<file path="src/rtl/andn_seq_pkg.sv">
// andn_seq_pkg: shared types and helpers for the andn_seq sequencer.
//   andn_seq_state_t : controller states (IDLE, RUN, DONE)
//   ceil_div(a, b)   : integer ceiling division, used to size the slice count
package andn_seq_pkg;

    typedef enum logic [1:0] {
        IDLE,
        RUN,
        DONE
    } andn_seq_state_t;

    function automatic int unsigned ceil_div(input int unsigned a, input int unsigned b);
        return (a + b - 1) / b;
    endfunction

endpackage

</file>
<file path="src/rtl/andn.sv">
// andn: combinational AND-reduction of a width-bit vector.
//   a : operand (width bits)
//   y : 1 when every bit of a is 1
module andn #(
    parameter int unsigned width = 4
) (
    input  logic [width-1:0] a,
    output logic             y
);

    assign y = &a;

endmodule

</file>
<file path="src/rtl/andn_seq.sv">
// andn_seq: multi-cycle AND-reduction sequencer. A WIDTH-bit operand is
// accepted over a valid/ready handshake and reduced one CHUNK-bit slice per
// cycle through a single andn instance. The result and the index of the
// lowest slice containing a 0 are held until the consumer takes them.
//
// Ports:
//   clk, rst_n      : clock, asynchronous active-low reset
//   in_valid        : operand offered (ignored outside IDLE)
//   in_ready        : block can accept an operand (state == IDLE)
//   in_data         : WIDTH-bit operand
//   out_valid       : result available (state == DONE)
//   out_ready       : consumer takes the result
//   out_y           : AND of all operand bits
//   out_fail_chunk  : lowest failing slice index when out_y = 0, else 0
//
// Configuration macro: ANDN_SEQ_EARLY_EXIT_EN
//   When defined, RUN ends on the first failing slice instead of always
//   walking all NCHUNK slices. Result values are identical either way.
module andn_seq
    import andn_seq_pkg::*;
#(
    parameter  int unsigned WIDTH  = 32,
    parameter  int unsigned CHUNK  = 4,
    localparam int unsigned NCHUNK = ceil_div(WIDTH, CHUNK),
    localparam int unsigned CIDX_W = (NCHUNK > 1) ? $clog2(NCHUNK) : 1
) (
    input  logic              clk,
    input  logic              rst_n,
    input  logic              in_valid,
    output logic              in_ready,
    input  logic [WIDTH-1:0]  in_data,
    output logic              out_valid,
    input  logic              out_ready,
    output logic              out_y,
    output logic [CIDX_W-1:0] out_fail_chunk
);

    andn_seq_state_t state, state_next;

    logic [WIDTH-1:0]        operand;
    logic [NCHUNK*CHUNK-1:0] padded;
    logic [CHUNK-1:0]        slice;
    logic                    slice_y;
    logic                    acc;
    logic [CIDX_W-1:0]       idx;
    logic [CIDX_W-1:0]       fail;
    logic                    last;
    logic                    stop;

    // Bits beyond WIDTH in the last slice read as 1 so they never fail.
    always_comb begin
        padded              = '1;
        padded[WIDTH-1:0]   = operand;
    end

    assign slice = padded[int'(idx) * int'(CHUNK) +: CHUNK];

    andn #(.width(CHUNK)) u_andn (
        .a (slice),
        .y (slice_y)
    );

    assign last = (idx == CIDX_W'(NCHUNK - 1));

`ifdef ANDN_SEQ_EARLY_EXIT_EN
    assign stop = last || !slice_y;
`else
    assign stop = last;
`endif

    always_ff @(posedge clk or negedge rst_n) begin
        if (!rst_n) begin
            state <= IDLE;
        end else begin
            state <= state_next;
        end
    end

    always_comb begin
        state_next = state;
        case (state)
            IDLE:    if (in_valid)  state_next = RUN;
            RUN:     if (stop)      state_next = DONE;
            DONE:    if (out_ready) state_next = IDLE;
            default:                state_next = IDLE;
        endcase
    end

    always_ff @(posedge clk or negedge rst_n) begin
        if (!rst_n) begin
            operand <= '0;
            acc     <= 1'b0;
            idx     <= '0;
            fail    <= '0;
        end else begin
            case (state)
                IDLE: begin
                    if (in_valid) begin
                        operand <= in_data;
                        acc     <= 1'b1;
                        idx     <= '0;
                        fail    <= '0;
                    end
                end
                RUN: begin
                    acc <= acc & slice_y;
                    // Only the first failing slice is recorded.
                    if (acc && !slice_y) begin
                        fail <= idx;
                    end
                    if (!last) begin
                        idx <= idx + CIDX_W'(1);
                    end
                end
                default: ;
            endcase
        end
    end

    // Outputs decode from state and registers only; outside DONE they sit at
    // their reset values, so a reset mid-transaction hides any partial result.
    assign in_ready       = (state == IDLE);
    assign out_valid      = (state == DONE);
    assign out_y          = out_valid & acc;
    assign out_fail_chunk = (out_valid && !acc) ? fail : '0;

endmodule
</file>
<file path="config.mk">
export PLATFORM = sky130hd
export DESIGN_NAME = andn_seq
export DESIGN_NICKNAME = d
export VERILOG_FILES = /design/src/rtl/andn_seq_pkg.sv /design/src/rtl/andn.sv /design/src/rtl/andn_seq.sv
export SDC_FILE = /design/constraint.sdc
export NUM_CORES = 1
export LEC_CHECK = 0
export CAP_MARGIN = 10
export CELL_PAD_IN_SITES_DETAIL_PLACEMENT = 0
export CELL_PAD_IN_SITES_GLOBAL_PLACEMENT = 2
export CORE_ASPECT_RATIO = 1.4
export CORE_UTILIZATION = 31
export CTS_BUF_LIST = sky130_fd_sc_hd__clkbuf_8 sky130_fd_sc_hd__clkbuf_16
export CTS_CLUSTER_DIAMETER = 40
export CTS_CLUSTER_SIZE = 14
export DETAILED_ROUTE_END_ITERATION = 6
export GPL_ROUTABILITY_DRIVEN = 0
export PLACE_DENSITY = 0.89
export SYNTH_ARGS = -nofsm -noshare
export SYNTH_HDL_FRONTEND = slang
export SYNTH_SLANG_ARGS = --single-unit
</file>
<file path="constraint.sdc">
create_clock -name clk -period 3.65 [get_ports clk]
set_input_delay 0.365 -clock clk [delete_from_list [all_inputs] [get_ports clk]]
set_output_delay 0.365 -clock clk [all_outputs]
set_load 0.01 [all_outputs]
</file>
==> results of run 1 <==
==> cell usage after synthesis (2+ instances only) <==
| library cell | count |
|---|---|
| a22o_1 | 3 |
| and2_1 | 5 |
| buf_2 | 3 |
| clkbuf_1 | 3 |
| dfrtp_1 | 41 |
| ha_1 | 2 |
| inv_1 | 2 |
| mux2i_1 | 2 |
| nand2_1 | 106 |
| nand2b_1 | 4 |
| nand4_1 | 9 |
| nor2_1 | 5 |
| o21ai_0 | 4 |
| o22ai_1 | 3 |
==> kinds of logic (layout without fill, tap and decap cells) <==
| kind of cell | after synthesis | in the layout | synth area share [%] |
|---|---|---|---|
| flip-flops | 41 | 41 | 57.14 |
| multiplexers | 3 | 3 | 1.742 |
| buffers and inverters | 9 | 53 | 2.090 |
| adder cells (fa/ha/maj) | 2 | 2 | 1.394 |
| AO/OA/AOI/OAI | 15 | 15 | 6.412 |
| AND/OR/NAND/NOR | 133 | 133 | 31.22 |
==> per-stage QoR <==
stage	setup slack, ps	hold WS, ps	util (%)
2_1_floorplan	2221	69.41	-
3_3_place_gp	1885	459.9	40.80
3_5_place_dp	1871	462.5	40.80
4_1_cts	1548	228.1	42.29
5_1_grt	1424	279.8	42.29
6_report	1571	197.5	42.29
==> worst register-to-register path: stages, from the launching register on <==
cell,delay [ps]
dfrtp_1,490
or2_1,300
o22ai_1,180
nor2_1,100
a41oi_2,270
mux2i_1,210
==> area by class of cell <==
| cell class | instances | area, sq um |
|---|---|---|
| Multi-Input combinational cell | 153 | 732.0 |
| Tap cell | 68 | 85.08 |
| Clock buffer | 5 | 68.82 |
| Clock inverter | 3 | 13.76 |
| Timing Repair Buffer | 43 | 420.4 |
| Sequential cell | 41 | 1026 |
| Inverter | 2 | 7.507 |
| Fill cell | 560 | 3212 |
==> layer usage <==
metal / global-route usage, % / vias up / routed length (um)
met3: 3.483 / 5 / 122
li1: - / 739 / -
met4: 6.206 / 0 / 74
met5: 0 / - / 0
met2: 22.28 / 27 / 1795
met1: 16.22 / 670 / 1712
==> worst max path at each step <==
stage	end	from	slack, ps
after detailed placement	out_fail_chunk[1]	state[0]	1870
after floorplan	fail[0]	idx[0]	2220
after global routing	out_fail_chunk[1]	state[0]	1420
after CTS	out_fail_chunk[1]	state[0]	1550
after global placement	out_fail_chunk[1]	state[0]	1890
final	out_fail_chunk[1]	state[0]	1570
==> where the power goes <==
part	switching [mW]	internal (mW)
combinational	0.263	0.227
clock	0.150	0.130
sequential	0.146	0.661
total	0.558	1.02
==> state kept, by name, indices dropped and copies added (netlist names) <==
signal   count
fail         3
idx          3
acc          1
operand     32
state        2
==> results.sh, run 1 <==
export IMPL_hold_violations=0
export IMPL_worst_ep_required_time_ps=3280
export IMPL_clockBufferDepth=2
export IMPL_path_max_fanout=7
export IMPL_stdcell_area_sq_um=2354
export IMPL_worst_setup_path_start_kind="register"
export IMPL_path_buf_inv=1
export IMPL_yosys_warnings=0
export IMPL_antenna_cells=0
export IMPL_fin_cells=315
export IMPL_leakage_nw=1.152
export IMPL_place_area_sq_um=2271
export IMPL_ios=42
export IMPL_grt_pass1_vias=1381
export IMPL_std_cell_rows=32
export IMPL_period_needed_ps=2079
export IMPL_nNetsFinal=284
export IMPL_insertion_delay_ps=290
export IMPL_rsz0062_at_grt="false"
export IMPL_area_delta_synth_final_pct=31.08
export IMPL_async_flop_share_pct=100.0
export IMPL_synthesis_nets=241
export IMPL_placed_cells=307
export IMPL_power_total_mw=1.576
export IMPL_wl_per_cell_um=11.76
export IMPL_end_kind="output pin"
export IMPL_netlist_area_sq_um=1795
export IMPL_mostFrequentLayoutCell="nand2_1"
export IMPL_cp_slowest_cell="clkdlybuf4s50_1"
export IMPL_die_width_um=66.32
export IMPL_grt_pass1_wl_um=6189
export IMPL_power_density_nw_per_um2=669.4
export IMPL_relSlewSlack_pct=40.91
export IMPL_cap_violations=0
export IMPL_port_buffers=41
export IMPL_r2r_setup_slack_ps=2030
export IMPL_fp_dieH_um=92.05
export IMPL_hpwl_um=2555
export IMPL_fin_setup_tns_ps=0
export IMPL_crit_chain="nand2b_1, nor2_1, and2_1, clkdlybuf4s50_1"
export IMPL_mostFrequentLayoutCells="nand2_1, dfrtp_1, clkdlybuf4s50_1, nand4_1"
export IMPL_syn_inst=203
export IMPL_cp_top_family="buffers and inverters"
export IMPL_wl_um=3704
export IMPL_worstSetupPathType="register to output pin"
export IMPL_slew_viol_final=0
export IMPL_drive_gt1_share_pct=5.668
export IMPL_ys_seq_area_share_pct=57.14
export IMPL_fin_crit_sh_pct=56.96
export IMPL_cp_depth=4
export IMPL_worstMarginPinSlew_ps=886.4
export IMPL_reg2reg_depth=5
export IMPL_cts_tree="yes"
export IMPL_drt_initial_drc_count=43
export IMPL_max_freq_mhz=481.0
export IMPL_post_cts_resized=0
export IMPL_path_clk_slew_ps=70
export IMPL_cts_made_buffers=5
export IMPL_slowest_delay_ps=520
export IMPL_crit_arrival_ps=1710
export IMPL_postRouteAntennaNets=0
export IMPL_synth_seq_cells=41
export IMPL_initial_utilization_pct=32.26
export IMPL_grt_max_degree=42
export IMPL_root_buffer="clkbuf_8"
export IMPL_cts_sinks=41
export IMPL_setup_violations=0
export IMPL_avgSynthCellArea_sq_um=8.845
export IMPL_fin_skew_ps=6.871
export IMPL_hold_class="input port to async pin"
export IMPL_reg2reg_to="fail[0]"
export IMPL_ys_flop_type="dfrtp_1"
export IMPL_post_cts_buffers=0
export IMPL_drc=0
export IMPL_antenna_found_initial=0
export IMPL_core_area_sq_um=5565
export IMPL_drt_vias_per_instance=4.575
export IMPL_yosysTopAreaCell="dfrtp_1"
export IMPL_grt_overflow_total=0
export IMPL_irDropWorstVdd_uv=246.9
export IMPL_firstDrtPassIters=4
export IMPL_ys_types=25
export IMPL_ys_top_cells_by_area="dfrtp_1, nand2_1, nand4_1"
export IMPL_synth_edf_count=0
export IMPL_regToRegStartpoint="idx[0]"
export IMPL_die_area_sq_um=6104
export IMPL_ctsHtreeMaxLevel=2
export IMPL_grt_use_total_pct=13.54
export IMPL_num_vias=1441
export IMPL_synth_top_area_share_pct=57.14
export IMPL_status="finished clean"
export IMPL_hold_buffers=0
Note: power is estimated with default switching activity, not from simulation.
==> inputs of run 2 (changes only) <==
--- a/config.mk
+++ b/config.mk
@@ -9,13 +9,13 @@
 export CELL_PAD_IN_SITES_DETAIL_PLACEMENT = 0
 export CELL_PAD_IN_SITES_GLOBAL_PLACEMENT = 2
 export CORE_ASPECT_RATIO = 1.4
-export CORE_UTILIZATION = 31
+export CORE_UTILIZATION = 29
 export CTS_BUF_LIST = sky130_fd_sc_hd__clkbuf_8 sky130_fd_sc_hd__clkbuf_16
 export CTS_CLUSTER_DIAMETER = 40
 export CTS_CLUSTER_SIZE = 14
 export DETAILED_ROUTE_END_ITERATION = 6
 export GPL_ROUTABILITY_DRIVEN = 0
-export PLACE_DENSITY = 0.89
+export PLACE_DENSITY = 0.84
 export SYNTH_ARGS = -nofsm -noshare
 export SYNTH_HDL_FRONTEND = slang
 export SYNTH_SLANG_ARGS = --single-unit
==> constraint.sdc (replaced) <==
create_clock -name clk -period 2 [get_ports clk]
set_input_delay 0.2 -clock clk [delete_from_list [all_inputs] [get_ports clk]]
set_output_delay 0.2 -clock clk [all_outputs]
set_load 0.01 [all_outputs]
==> run 2 against run 1 <==
Via count rose by 0.62%. Sequential share of layout area fell by 0.99 points. Total power rose by 87%. Worst hold slack improved by 230 ps. Flip-flop and latch count did not move. Setup slack got worse by 1400 ps. Non-clock buffer count rose by 4. Largest cell class unchanged.
==> results.sh, run 2 (same netlist as run 1, synthesis figures left out) <==
export IMPL_path_clk_slew_ps=80
export IMPL_hpwl_um=2845
export IMPL_post_cts_buffers=0
export IMPL_crit_chain="nand2b_1, nor2_2, and2_1, clkdlybuf4s50_1"
export IMPL_top_layer="met4"
export IMPL_setup_violations=0
export IMPL_power_density_nw_per_um2=1220
export IMPL_fp_dieH_um=95.10
export IMPL_area_delta_synth_final_pct=34.29
export IMPL_grt_overflow_total=0
export IMPL_rsz0062_at_grt="false"
export IMPL_cp_slowest_cell="clkdlybuf4s50_1"
export IMPL_relSlewSlack_pct=62.28
export IMPL_cp_top_family="buffers and inverters"
export IMPL_reg_largest_list="operand (32), fail (3), idx (3)"
export IMPL_clockBufferDepth=2
export IMPL_cap_violations=0
export IMPL_path_buf_inv=1
export IMPL_ctsHtreeMaxLevel=2
export IMPL_antenna_found_initial=0
export IMPL_worstSetupPathType="register to output pin"
export IMPL_nNetsFinal=288
export IMPL_worstMarginPinSlew_ps=565.8
export IMPL_end_kind="output pin"
export IMPL_dr_wl_met2_um=1932
export IMPL_fin_setup_tns_ps=0
export IMPL_postRouteAntennaNets=0
export IMPL_crit_arrival_ps=1680
export IMPL_final_util_pct=40.83
export IMPL_wl_met1_um=1604
export IMPL_std_cell_rows=33
export IMPL_cts_tree="yes"
export IMPL_path_max_fanout=7
export IMPL_wl_per_cell_um=11.68
export IMPL_fin_crit_sh_pct=93.83
export IMPL_drt_initial_drc_count=41
export IMPL_fin_cells=321
export IMPL_root_buffer="clkbuf_8"
export IMPL_antenna_cells=0
export IMPL_wl_um=3750
export IMPL_placed_cells=312
export IMPL_largest_register="operand"
export IMPL_hold_class="input port to register"
export IMPL_port_buffers=41
export IMPL_core_area_sq_um=5904
export IMPL_grt_pass1_wl_um=6368
export IMPL_worst_ep_required_time_ps=1800
export IMPL_num_vias=1450
export IMPL_cts_sinks=41
export IMPL_period_needed_ps=1877
export IMPL_hold_violations=0
export IMPL_grt_max_degree=34
export IMPL_firstDrtPassIters=4
export IMPL_grt_use_total_pct=13.22
export IMPL_drive_gt1_share_pct=7.968
export IMPL_status="finished clean"
export IMPL_irDropWorstVdd_uv=400.9
export IMPL_fin_skew_ps=7.241
export IMPL_cts_made_buffers=5
export IMPL_die_width_um=68.50
export IMPL_slew_viol_final=0
export IMPL_insertion_delay_ps=290
export IMPL_die_area_sq_um=6514
export IMPL_initial_utilization_pct=30.41
export IMPL_drt_vias_per_instance=4.517
export IMPL_grt_pass1_vias=1448
export IMPL_mostFrequentLayoutCell="nand2_1"
export IMPL_mostFrequentLayoutCells="nand2_1, dfrtp_1, clkdlybuf4s50_1, nand4_1, clkbuf_8"
export IMPL_slowest_delay_ps=520
export IMPL_largest_reg_flops=32
export IMPL_worst_setup_path_start_kind="register"
export IMPL_leakage_nw=1.209
export IMPL_wl_met3_um=154
export IMPL_ios=42
export IMPL_drc=0
export IMPL_max_freq_mhz=532.9
## run 2: changes by cell type in the layout (fill, tap and decap cells not counted), sizes merged
| cell | delta |
|---|---|
| inv | -1 |
| dlygate4sd3 | +1 |
| clkbuf | +1 |
| dlymetal6s2s | +2 |
| clkdlybuf4s50 | -2 |
| buf | +3 |
## run 2: path summary, 6_finish.rpt
| check | to | startpoint | cells after the start | slack [ps] |
|---|---|---|---|---|
| setup / recovery | out_fail_chunk[2] | state[0] | 4 | 120 |
| hold / removal | operand[9] | in_data[9] | 3 | 430 |
| setup reg to reg | fail[0] | idx[0] | 5 | 430 |
| hold reg to reg | operand[1] | operand[1] | 2 | 480 |
| max in group asynchronous | fail[2] | rst_n | 3 | 1020 |
| min in group asynchronous | operand[7] | rst_n | 2 | 440 |
## run 2: power breakdown
group,internal [mW],switching (mW)
Combinational,0.426,0.486
Sequential,1.21,0.260
Clock,0.280,0.282
Total,1.91,1.03
## run 2: metal layers
metal,vias up,GRT usage [%]
met5,-,0
met4,0,4.688
met3,4,3.469
met2,28,21.81
met1,667,16.26
li1,751,-
## run 2: repair_timing
item,in CTS,in global routing
hold buffers,1,0
hold endpoints to repair,23,0
resized for setup,0,4
setup endpoints to repair,0,3
## run 2: cell type report
class	count	area, sq um
Inverter	2	7.507
Timing Repair Buffer	47	457.9
Clock buffer	6	82.58
Sequential cell	41	1027
Multi-Input combinational cell	153	734.5
Fill cell	621	3493
Clock inverter	2	13.76
Tap cell	70	87.58
## run 2: worst reg2reg max path: stages, from the launching register on
cell,delay [ps]
dfrtp_1,470
or2_1,290
o22ai_1,170
nor2_1,100
a41oi_2,260
mux2i_1,200
## run 2: per-stage QoR
step | cell area, sq um | hold WS [ps] | power, mW | setup WS (ps)
final | 2411 | 430.6 | 2.941 | 123.5
after global routing | 2411 | 434.0 | 3.216 | 10.58
after CTS | 2402 | 426.5 | 2.983 | 51.79
after detailed placement | 2296 | 229.6 | 2.416 | 374.1
after global placement | 2296 | 224.1 | 2.388 | 376.4
after floorplan | 1795 | -95.59 | 2.083 | 571.3
